$ cat config.mk
export PLATFORM = sky130hd
export DESIGN_NAME = dmem_arbiter
export DESIGN_NICKNAME = d
export VERILOG_FILES = /design/src/rtl/dmem_arbiter.sv
export SDC_FILE = /design/constraint.sdc
export NUM_CORES = 1
export LEC_CHECK = 0
export BUFFER_PORTS_ARGS = -buffer_cell sky130_fd_sc_hd__buf_2
export CAP_MARGIN = 5
export CORE_AREA = 4 4 115 117
export CTS_CLUSTER_DIAMETER = 60
export DETAILED_ROUTE_END_ITERATION = 6
export DIE_AREA = 0 0 119 121
export GPL_TIMING_DRIVEN = 0
export MAX_ROUTING_LAYER = met4
export RECOVER_POWER = 100
export SYNTH_ARGS = -nofsm -noshare
export SYNTH_HDL_FRONTEND = slang
export SYNTH_SLANG_ARGS = --single-unit
$ cat constraint.sdc
create_clock -name clk -period 1.7 [get_ports clk]
set_input_delay 0.34 -clock clk [delete_from_list [all_inputs] [get_ports clk]]
set_output_delay 0.34 -clock clk [all_outputs]
set_load 0.005 [all_outputs]
$ cat src/rtl/dmem_arbiter.sv
// Two-requester data-memory arbiter: core has fixed priority, debug is protected from
// starvation by a burst counter. Stores complete in the grant cycle; loads return one cycle later.
module dmem_arbiter #(
    parameter int unsigned ADDR_W    = 32,
    parameter int unsigned DATA_W    = 32,
    parameter int unsigned MAX_BURST = 4
) (
    input  logic              clk,
    input  logic              reset,
    input  logic              core_req,
    input  logic              core_we,
    input  logic [ADDR_W-1:0] core_addr,
    input  logic [DATA_W-1:0] core_wdata,
    output logic              core_gnt,
    output logic              core_rvalid,
    output logic [DATA_W-1:0] core_rdata,
    input  logic              dbg_req,
    input  logic              dbg_we,
    input  logic [ADDR_W-1:0] dbg_addr,
    input  logic [DATA_W-1:0] dbg_wdata,
    output logic              dbg_gnt,
    output logic              dbg_rvalid,
    output logic [DATA_W-1:0] dbg_rdata,
    output logic              mem_en,
    output logic              mem_we,
    output logic [ADDR_W-1:0] mem_addr,
    output logic [DATA_W-1:0] mem_wdata,
    input  logic [DATA_W-1:0] mem_rdata,
    output logic              busy
);

    localparam int unsigned CNT_W = 4;
    localparam logic [CNT_W-1:0] BURST_MAX = CNT_W'(MAX_BURST);

    typedef enum logic {IDLE, RESP} state_t;
    typedef enum logic {OWN_CORE, OWN_DBG} owner_t;

    state_t           state, state_nxt;
    owner_t           owner, owner_nxt;
    logic [CNT_W-1:0] burst_cnt, burst_cnt_nxt;
    logic             dbg_wins;

    // State, owner and burst counter registers
    always_ff @(posedge clk or negedge reset) begin
        if (!reset) begin
            state     <= IDLE;
            owner     <= OWN_CORE;
            burst_cnt <= '0;
        end else begin
            state     <= state_nxt;
            owner     <= owner_nxt;
            burst_cnt <= burst_cnt_nxt;
        end
    end

    // Arbitration, memory drive and response steering
    always_comb begin
        state_nxt     = state;
        owner_nxt     = owner;
        burst_cnt_nxt = burst_cnt;
        dbg_wins      = 1'b0;
        core_gnt      = 1'b0;
        dbg_gnt       = 1'b0;
        core_rvalid   = 1'b0;
        dbg_rvalid    = 1'b0;
        core_rdata    = '0;
        dbg_rdata     = '0;
        mem_en        = 1'b0;
        mem_we        = 1'b0;
        mem_addr      = '0;
        mem_wdata     = '0;

        case (state)
            IDLE: begin
                // Grants are gated by reset so outputs drop to zero asynchronously
                if (reset) begin
                    dbg_wins = dbg_req && (!core_req || burst_cnt == BURST_MAX);
                    if (dbg_wins) begin
                        dbg_gnt       = 1'b1;
                        mem_en        = 1'b1;
                        mem_we        = dbg_we;
                        mem_addr      = dbg_addr;
                        mem_wdata     = dbg_wdata;
                        burst_cnt_nxt = '0;
                        if (!dbg_we) begin
                            state_nxt = RESP;
                            owner_nxt = OWN_DBG;
                        end
                    end else if (core_req) begin
                        core_gnt  = 1'b1;
                        mem_en    = 1'b1;
                        mem_we    = core_we;
                        mem_addr  = core_addr;
                        mem_wdata = core_wdata;
                        if (dbg_req && burst_cnt != BURST_MAX) begin
                            burst_cnt_nxt = burst_cnt + CNT_W'(1);
                        end
                        if (!core_we) begin
                            state_nxt = RESP;
                            owner_nxt = OWN_CORE;
                        end
                    end
                end
            end
            RESP: begin
                state_nxt = IDLE;
                if (owner == OWN_DBG) begin
                    dbg_rvalid = 1'b1;
                    dbg_rdata  = mem_rdata;
                end else begin
                    core_rvalid = 1'b1;
                    core_rdata  = mem_rdata;
                end
            end
            default: state_nxt = IDLE;
        endcase

        if (!dbg_req) begin
            burst_cnt_nxt = '0;
        end
    end

    assign busy = (state != IDLE);

endmodule

==> out/qor.yml, run 1 <==
critical_path:
  critPathArrivalTime_ns: 1.76
  cp.buffers_inverters: 4
  setup.worst_path.end_class: "primary output"
  reg2reg_from: "burst_cnt[0]"
  rrSetupSlack_ns: 0.15
  crit_family: "buffers and inverters"
  cp_common_cell: "buf_12"
  required_ns: 1.36
  r2r_cells: 6
  crit_type: "reg -> out"
  cp_max_fo: 7
  worstReg2RegEnd: "busy"
  max_stage_delay_ns: 0.38
  worstPathCellList: "inv_2 -> ha_4 -> nand3b_4 -> a21o_4 -> buf_12 -> buf_12 -> o22ai_4 -> buf_2"
  cp-start-kind: "register"
  critPathSlowestCell: "dfrtp_1"
floorplan:
  die_h_um: 121
  chipWidth_um: 119
  core_area_mm2: 0.0124
  num_rows: 41
  start_util_pct: 17.0
  die_area_mm2: 0.0144
  io_pins: 301
cts:
  insertion_delay_ns: 0.23
  clockBufferDepth: 2
  htree_levels: 1
  clk_pin_slew_worst_paths_ns: 0.03
  clock-sinks: 6
  cts_root_buf: "clkbuf_16"
  cts_buffers: 3
  cts_tree: "built"
hold_path:
  hold_start: "core_we"
  hold_depth: 3
  whs_endpoint: "owner"
  hold_class: "in -> reg"
sta:
  max_slew_margin_pct: 70.6
  worst_slack_ns: -0.399
  finalCritPeriodShare_pct: 123
  tns_ns: -26.69
  rsz0062_at_grt: "true"
  hold_viol: 0
  fin_crit_ns: 2.10
  slew_violations: 0
  fmaxAchievable_mhz: 476
  tightest_slew_ns: 0.441
  skew_ns: 0.00220
  setup_viol: 127
detailed_routing:
  drt-total-wl_mm: 12.8
  ant_nets: 0
  wl_met1_mm: 5.68
  drt_first_pass_iters: 5
  wl_met2_mm: 6.24
  drt-vias-per-instance: 4.38
  num_vias: 3654
  dr.first_iter.drc_count: 209
  route.met3.wl_um: 769
  topRoutingLayerUsed: "met4"
  wl_per_cell_um: 15.3
  route.detailed.drc: 0
grt:
  grt-ovfl-total: 0
  grt_usage_pct: 16.2
  grt_start_max_net_pins: 11
  antenna_found_initial: 0
  grt_pass1_vias: 3384
  grt_pass1_wl_mm: 18.5
final_layout:
  final_layout_size_suffix_gt1_share_pct: 60.3
  final_common_cell: "buf_2"
  postLayoutCellArea_mm2: 0.00438
  layout_common_cells: "299 x buf_2, 134 x nand2_1, 33 x and3_1, 33 x and2_1, 32 x o22ai_2"
  num-nets-final: 833
  stdcell_count: 835
  final_core_util_pct: 35.4
  area_delta_synth_final_pct: 108
  n_antenna_cell: 0
placed_design:
  dp_slack_ns: -0.754
  dp_hpwl_mm: 10.1
  place_area_mm2: 0.00383
  dp.cells: 816
  gp_congestion: 0.919
  portBuffers: 299
power:
  p_leak_nw: 2.56
  ir_worst_vdd_uv: 350
  powerDensity_mw_per_mm2: 380
logic_synthesis:
  syn_area_mm2: 0.00210
  syn_nets: 513
  syn_area_per_cell_um2: 6.09
  synth-seq-cells: 6
  ys_warn_count: 0
  synth.distinct_cells: 29
  yosysSeqAreaShare_pct: 7.14
  synthCells: 345
flow_run:
  cap_violations: 0
status:
  violations: "negative setup slack"
  run_status: "finished, violations left"
-- final cells by class --
class,instances,area [um^2]
Buffer,40,385
Clock buffer,3,75.1
Fill cell,1373,7990
Inverter,4,15.0
Multi-Input combinational cell,295,1840
Sequential cell,6,153
Tap cell,172,215
Timing Repair Buffer,315,1690
-- worst reg2reg max path, stage by stage, from the launching register on --
cell and delay, ns:
dfrtp_1 0.38, inv_2 0.08, ha_4 0.13, nand3b_4 0.10, buf_4 0.16, a21oi_1 0.22, mux2_2 0.36
-- synth_stat cells --
master | number | area share, %
o22ai_1 | 35 | 10
and3_1 | 33 | 9.8
o211ai_1 | 1 | 0.36
nand2b_1 | 1 | 0.30
clkbuf_1 | 23 | 4.1
mux2_2 | 1 | 0.54
o21ai_1 | 1 | 0.24
inv_1 | 4 | 0.71
buf_4 | 4 | 1.4
and2_1 | 33 | 9.8
nand3_1 | 2 | 0.48
buf_6 | 5 | 2.7
o31ai_1 | 1 | 0.36
nor2b_1 | 3 | 0.89
nand3b_4 | 1 | 0.95
nor4bb_1 | 1 | 0.48
ha_1 | 2 | 1.2
nand2_1 | 134 | 24
buf_2 | 8 | 1.9
dfrtp_1 | 6 | 7.1
and4b_1 | 1 | 0.48
nor3_1 | 2 | 0.48
a31oi_1 | 1 | 0.30
a21o_1 | 1 | 0.36
nor2_1 | 3 | 0.54
a21oi_1 | 4 | 0.95
o2bb2ai_1 | 1 | 0.42
nand4_1 | 3 | 0.89
o22ai_2 | 30 | 18
-- per-layer routing --
| layer | vias up | global-route usage (%) |
|---|---|---|
| met5 | - | - |
| met4 | 0 | 1.23 |
| met3 | 6 | 2.14 |
| met2 | 166 | 27.1 |
| met1 | 1650 | 21.9 |
| li1 | 1832 | - |
-- worst max-delay path by stage --
stage	startpoint	end	slack, ns	cells after the start
floorplan	burst_cnt[0]	mem_wdata[22]	-0.02	7
global placement	reset	mem_wdata[30]	-0.79	7
detailed placement	reset	mem_wdata[30]	-0.75	7
CTS	burst_cnt[0]	mem_addr[26]	-0.41	8
global route	burst_cnt[0]	mem_wdata[10]	-0.46	8
finish	burst_cnt[0]	mem_wdata[10]	-0.40	8
-- stage by stage --
stage	hold WS, ns	power, W
after floorplan	0.0444	0.000646
after global placement	0.191	0.00114
after detailed placement	0.190	0.00114
after CTS	0.419	0.00164
after global routing	0.452	0.00179
final	0.420	0.00166
-- power breakdown --
part	internal, W	switching, W
clock	0.000302	0.0000763
combinational	0.000553	0.000559
sequential	0.000155	0.0000156
total	0.00101	0.000651
-- flip-flops by register name, summed over array words and instances (netlist names) --
| name | flops |
|---|---|
| burst_cnt | 4 |
| busy | 1 |
| owner | 1 |
-- what timing repair did --
item	CTS	global route
cloned	2	2
resized for setup	67	30
hold buffers	1	0
hold endpoints to repair	6	0
pin swaps	5	2
buffers inserted	8	3
setup endpoints to repair	121	119
-- cells by family (layout without fill, tap and decap cells) --
logic type	Yosys count	in the layout	share of synthesized area [%]
AO/OA/AOI/OAI	75	75	31.3
multiplexers	1	1	0.536
flip-flops	6	6	7.14
buffers and inverters	44	362	10.8
AND/OR/NAND/NOR	217	217	49.0
adder cells (fa/ha/maj)	2	2	1.19
Note: power is estimated with default switching activity, not from simulation.
==> inputs of run 2 (changes only) <==
Settings changed: TNS_END_PERCENT set to 1.
==> run 2 against run 1 <==
The run still ends with negative setup slack left. Total power grew 0.23%. Fmax is 0.16% higher. Wire length shrank 0.27%. Clock power barely moved. Cell area barely moved. Via count up 0.63%. Sequential cell count is the same. Clock skew about the same. Die area stayed put. Combinational power about the same. Critical endpoint unchanged.
==> out/qor.yml, run 2 (synthesized netlist as in run 1, its figures left out) <==
grt:
  grt_pass1_wl_mm: 18.4  # was 18.5 mm
  grt_usage_pct: 16.1  # was 16.2%
  grt_start_max_net_pins: 12  # was 11
  grt_pass1_vias: 3346  # was 3384
  grt-ovfl-total: 0  # unchanged
  antenna_found_initial: 0  # unchanged
sta:
  fmaxAchievable_mhz: 477  # was 476 MHz
  skew_ns: 0.00261  # was 0.00220 ns
  rsz0062_at_grt: "true"  # unchanged
  slew_violations: 0  # unchanged
  tns_ns: -22.64  # was -26.69 ns
  worst_slack_ns: -0.396  # was -0.399 ns
  max_slew_margin_pct: 70.9  # was 70.6%
  tightest_slew_ns: 0.437  # was 0.441 ns
  hold_viol: 0  # unchanged
  setup_viol: 78  # was 127
  finalCritPeriodShare_pct: 123  # about the same
  fin_crit_ns: 2.10  # about the same
placed_design:
  dp_hpwl_mm: 10.1  # unchanged
  gp_congestion: 0.919  # unchanged
  portBuffers: 299  # unchanged
  dp_slack_ns: -0.754  # unchanged
critical_path:
  critPathArrivalTime_ns: 1.76  # about the same
  reg2reg_from: "burst_cnt[0]"  # unchanged
  rrSetupSlack_ns: 0.16  # was 0.15 ns
  crit_type: "reg -> out"  # unchanged
  worstReg2RegEnd: "busy"  # unchanged
  cp-start-kind: "register"  # unchanged
  required_ns: 1.36  # about the same
  cp_max_fo: 7  # unchanged
  setup.worst_path.end_class: "primary output"  # unchanged
  r2r_cells: 6  # unchanged
floorplan:
  io_pins: 301  # unchanged
  die_area_mm2: 0.0144  # unchanged
  chipWidth_um: 119  # unchanged
  num_rows: 41  # unchanged
  core_area_mm2: 0.0124  # unchanged
  start_util_pct: 17.0  # unchanged
  die_h_um: 121  # unchanged
cts:
  clock-sinks: 6  # unchanged
  cts_root_buf: "clkbuf_16"  # unchanged
  insertion_delay_ns: 0.23  # about the same
  clk_pin_slew_worst_paths_ns: 0.03  # about the same
  cts_tree: "built"  # unchanged
  cts_buffers: 3  # unchanged
  clockBufferDepth: 2  # unchanged
  htree_levels: 1  # unchanged
detailed_routing:
  route.detailed.drc: 0  # unchanged
  drt-total-wl_mm: 12.7  # was 12.8 mm
  num_vias: 3677  # was 3654
  drt_first_pass_iters: 4  # was 5
  ant_nets: 0  # unchanged
  dr.first_iter.drc_count: 200  # was 209
  wl_per_cell_um: 15.3  # about the same
  drt-vias-per-instance: 4.42  # was 4.38
final_layout:
  num-nets-final: 830  # was 833
  layout_common_cells: "298 x buf_2, 134 x nand2_1, 34 x o22ai_2"  # was 299 x buf_2, 134 x nand2_1, 33 x and3_1, 33 x and2_1, 32 x o22ai_2
  n_antenna_cell: 0  # unchanged
  final_common_cell: "buf_2"  # unchanged
  final_core_util_pct: 35.4  # about the same
  area_delta_synth_final_pct: 108  # about the same
  top_register: "burst_cnt"  # unchanged
  final_layout_size_suffix_gt1_share_pct: 60.9  # was 60.3%
  largest_reg_flops: 4  # unchanged
hold_path:
  hold_class: "in -> reg"  # unchanged
  hold_depth: 3  # unchanged
  whs_endpoint: "owner"  # unchanged
  hold_start: "core_we"  # unchanged
power:
  fin_total_pwr_w: 0.00166  # about the same
  ir_worst_vdd_uv: 349  # was 350 uV
  p_leak_nw: 2.56  # about the same
  powerDensity_mw_per_mm2: 381  # was 380 mW/mm^2
status:
  run_status: "finished, violations left"  # unchanged
  violations: "negative setup slack"  # unchanged
flow_run:
  cap_violations: 0  # unchanged
run 2: timing repair:
| action | 4_1_cts | 5_1_grt |
|---|---|---|
| hold endpoints to repair | 6 | 0 |
| gates cloned | 2 | 2 |
| pin swaps | 5 | 4 |
| hold buffers | 1 | 0 |
| setup endpoints to repair | 121 | 106 |
| buffers inserted | 5 | 3 |
| gates resized for setup | 55 | 48 |
run 2: power breakdown:
group / switching (W) / leakage, nW / internal (W)
sequential: 0.0000203 / 0.0786 / 0.000154
combinational: 0.000554 / 2.44 / 0.000559
clock: 0.0000762 / 0.0370 / 0.000302
run 2: cell type report:
cell class,count,area [um^2]
flip-flops and latches,6,151
fillers,1369,7990
inverters,4,15.0
multi-input cells,295,1830
well taps,172,215
clock buffers,3,75.1
repair buffers,312,1690
plain buffers,40,397
run 2: worst max path at each step:
stage / cells past startpoint / endpoint / slack [ns] / startpoint
after floorplan: 7 / mem_wdata[22] / -0.02 / burst_cnt[0]
after global placement: 7 / mem_wdata[30] / -0.79 / reset
after detailed placement: 7 / mem_wdata[30] / -0.75 / reset
after CTS: 8 / mem_addr[26] / -0.41 / burst_cnt[0]
after global routing: 8 / mem_wdata[10] / -0.46 / burst_cnt[0]
final: 8 / mem_wdata[10] / -0.40 / burst_cnt[0]
run 2: metrics by stage:
stage	hold WS, ns	area, um^2	instances
2_1_floorplan	0.0444	2120	345
3_3_place_gp	0.191	3830	816
3_5_place_dp	0.190	3830	816
4_1_cts	0.419	4170	827
5_1_grt	0.452	4370	832
6_report	0.421	4370	832
run 2: worst max-delay path, stage by stage, from the launching register on:
cell	delay, ns
dfrtp_1	0.38
inv_2	0.08
ha_4	0.13
nand3b_4	0.10
a21o_4	0.25
buf_12	0.16
buf_12	0.14
o22ai_4	0.15
buf_2	0.14
run 2: metal layers:
| layer | global-route usage [%] | vias up | wire length, um |
|---|---|---|---|
| li1 | - | 1829 | - |
| met5 | - | - | 0 |
| met2 | 26.7 | 178 | 6280 |
| met1 | 21.9 | 1664 | 5600 |
| met3 | 2.19 | 6 | 779 |
| met4 | 1.23 | 0 | 63 |
==> inputs of run 3 (changes only) <==
Settings changed: CAP_MARGIN 5 to unset, CELL_PAD_IN_SITES_DETAIL_PLACEMENT set to 0, CELL_PAD_IN_SITES_GLOBAL_PLACEMENT set to 1, CORE_AREA 4 4 115 117 to unset, CORE_MARGIN set to 4, CORE_UTILIZATION set to 16, DIE_AREA 0 0 119 121 to unset, PLACE_DENSITY_LB_ADDON set to 0.1.
==> run 3 against run 2 <==
The flow still finishes with violations (negative setup slack). Via count is 2.7% lower. Sequential power hardly changed. Global-route usage is 0.54 points lower. Register-to-register slack hardly changed. Worst hold slack worse by 0.0022 ns. Critical path depth stayed put. Combinational power is 9.9% lower. Worst setup slack better by 0.027 ns.
==> out/qor.yml, run 3 (synthesized netlist as in run 1, its figures left out) <==
detailed_routing:
  wl_per_cell_um: 14.9  # was 15.3 um
  dr.first_iter.drc_count: 83  # was 200
  route.detailed.drc: 0  # unchanged
  num_vias: 3576  # was 3677
  drt_first_pass_iters: 6  # was 4
  ant_nets: 0  # unchanged
  drt-vias-per-instance: 4.33  # was 4.42
  drt-total-wl_mm: 12.3  # was 12.7 mm
sta:
  skew_ns: 0.00247  # was 0.00261 ns
  setup_viol: 127  # was 78
  worst_slack_ns: -0.368  # was -0.396 ns
  fmaxAchievable_mhz: 483  # was 477 MHz
  tightest_slew_ns: 0.446  # was 0.437 ns
  fin_crit_ns: 2.07  # was 2.10 ns
  tns_ns: -26.80  # was -22.64 ns
  slew_violations: 0  # unchanged
  hold_viol: 0  # unchanged
  max_slew_margin_pct: 70.3  # was 70.9%
  rsz0062_at_grt: "true"  # unchanged
  finalCritPeriodShare_pct: 122  # was 123%
power:
  p_switching_w: 0.000604  # was 0.000651 W
  internal-power_w: 0.000956  # was 0.00101 W
  powerDensity_mw_per_mm2: 377  # was 381 mW/mm^2
  comb_power_share_pct: 64.2  # was 66.9%
  ir_worst_vdd_uv: 278  # was 349 uV
  p_leak_nw: 2.45  # was 2.56 nW
  power_frac_clock_pct: 24.7  # was 22.7%
  p_sw_share_pct: 38.7  # was 39.1%
  seq_power_share_pct: 11.0  # was 10.5%
floorplan:
  num_rows: 41  # unchanged
  die_h_um: 123  # was 121 um
  core_area_mm2: 0.0127  # was 0.0124 mm^2
  start_util_pct: 16.5  # was 17.0%
  chipWidth_um: 123  # was 119 um
  io_pins: 301  # unchanged
  die_area_mm2: 0.0150  # was 0.0144 mm^2
status:
  violations: "negative setup slack"  # unchanged
  run_status: "finished, violations left"  # unchanged
flow_run:
  cap_violations: 0  # unchanged
cts:
  cts_buffers: 3  # unchanged
  cts_root_buf: "clkbuf_16"  # unchanged
  insertion_delay_ns: 0.23  # about the same
  clockBufferDepth: 2  # unchanged
  clock-sinks: 6  # unchanged
  clk_pin_slew_worst_paths_ns: 0.04  # was 0.03 ns
  cts_tree: "built"  # unchanged
  htree_levels: 1  # unchanged
critical_path:
  cp-start-kind: "register"  # unchanged
  setup.worst_path.end_class: "primary output"  # unchanged
  critPathArrivalTime_ns: 1.73  # was 1.76 ns
  cp_max_fo: 10  # was 7
  required_ns: 1.36  # about the same
  crit_type: "reg -> out"  # unchanged
final_layout:
  num-nets-final: 824  # was 830
  final_common_cell: "buf_2"  # unchanged
  area_delta_synth_final_pct: 96.5  # was 108%
  postLayoutCellArea_mm2: 0.00413  # was 0.00437 mm^2
  top_register: "burst_cnt"  # unchanged
  final_layout_size_suffix_gt1_share_pct: 58.9  # was 60.9%
  n_antenna_cell: 0  # unchanged
  layout_common_cells: "293 x buf_2, 134 x nand2_1, 34 x o22ai_1"  # was 298 x buf_2, 134 x nand2_1, 34 x o22ai_2
  largest_reg_flops: 4  # unchanged
  nFillCells: 1494  # was 1369
placed_design:
  place_area_mm2: 0.00383  # unchanged
  gp_congestion: 0.777  # was 0.919
  dp_hpwl_mm: 10.4  # was 10.1 mm
  portBuffers: 299  # unchanged
grt:
  grt-ovfl-total: 0  # unchanged
  antenna_found_initial: 0  # unchanged
  grt_start_max_net_pins: 11  # was 12
  grt_pass1_vias: 3651  # was 3346
  grt_usage_pct: 15.6  # was 16.1%
  grt_pass1_wl_mm: 18.4  # about the same
hold_path:
  hold_class: "in -> reg"  # unchanged
## run 3: what timing repair did
action,4_1_cts,5_1_grt
gates cloned,1,0
pin swaps,1,3
buffers inserted,5,0
gates resized for setup,50,24
endpoints found under the hold margin,6,0
hold buffers,1,0
endpoints found under the setup margin,130,127
## run 3: cell type report
class	count	area (um^2)	share of cell area [%]
clock buffer	3	75.1	1.82
timing repair buffer	306	1560	37.8
tap	172	215	5.21
sequential	6	153	3.69
inverter	4	15.0	0.363
buffer	40	344	8.33
multi-input combinational	295	1770	42.8
## run 3: final timing paths
kind / start / end / slack, ns / cells past startpoint
min in group asynchronous: reset / burst_cnt[3] / 0.65 / 2
max reg2reg: busy / busy / 0.15 / 5
max: burst_cnt[0] / mem_wdata[16] / -0.37 / 8
max in group asynchronous: reset / busy / 0.79 / 2
min reg2reg: burst_cnt[0] / burst_cnt[0] / 0.57 / 3
min: core_we / owner / 0.42 / 3
## run 3: power groups by stage
stage	clock [W]	combinational, W	sequential [W]
floorplan	0	0.000479	0.000168
detailed placement	0	0.000947	0.000177
global route	0.000399	0.00112	0.000177
CTS	0.000391	0.00101	0.000176
global placement	0	0.000948	0.000175
finish	0.000386	0.00100	0.000172
## run 3: routing by layer
metal / share of wire, % / vias up / routed length [um] / track usage (%)
met2: 54 / 155 / 6690 / 29.9
met1: 38 / 1605 / 4690 / 17.3
met5: 0 / - / 0 / -
met3: 7.2 / 4 / 883 / 3.18
met4: 0.25 / 0 / 31 / 0.630
li1: - / 1812 / - / -
## run 3: through the flow
step / cells / total power (W) / util (%) / hold WS (ns) / setup slack (ns)
floorplan: 345 / 0.000646 / - / 0.0444 / -0.0191
global placement: 816 / 0.00112 / 30.1 / 0.191 / -0.518
detailed placement: 816 / 0.00112 / 30.1 / 0.188 / -0.515
CTS: 826 / 0.00157 / 32.1 / 0.420 / -0.391
global route: 826 / 0.00170 / 32.5 / 0.426 / -0.442
finish: 826 / 0.00156 / 32.5 / 0.419 / -0.368
## run 3: critical path: stages, from the launching register on
cell and delay [ns]:
dfrtp_1 0.38, inv_2 0.08, ha_4 0.13, nand3b_4 0.10, a21o_4 0.24, buf_8 0.14, buf_12 0.14, o22ai_2 0.14
buf_2 0.14
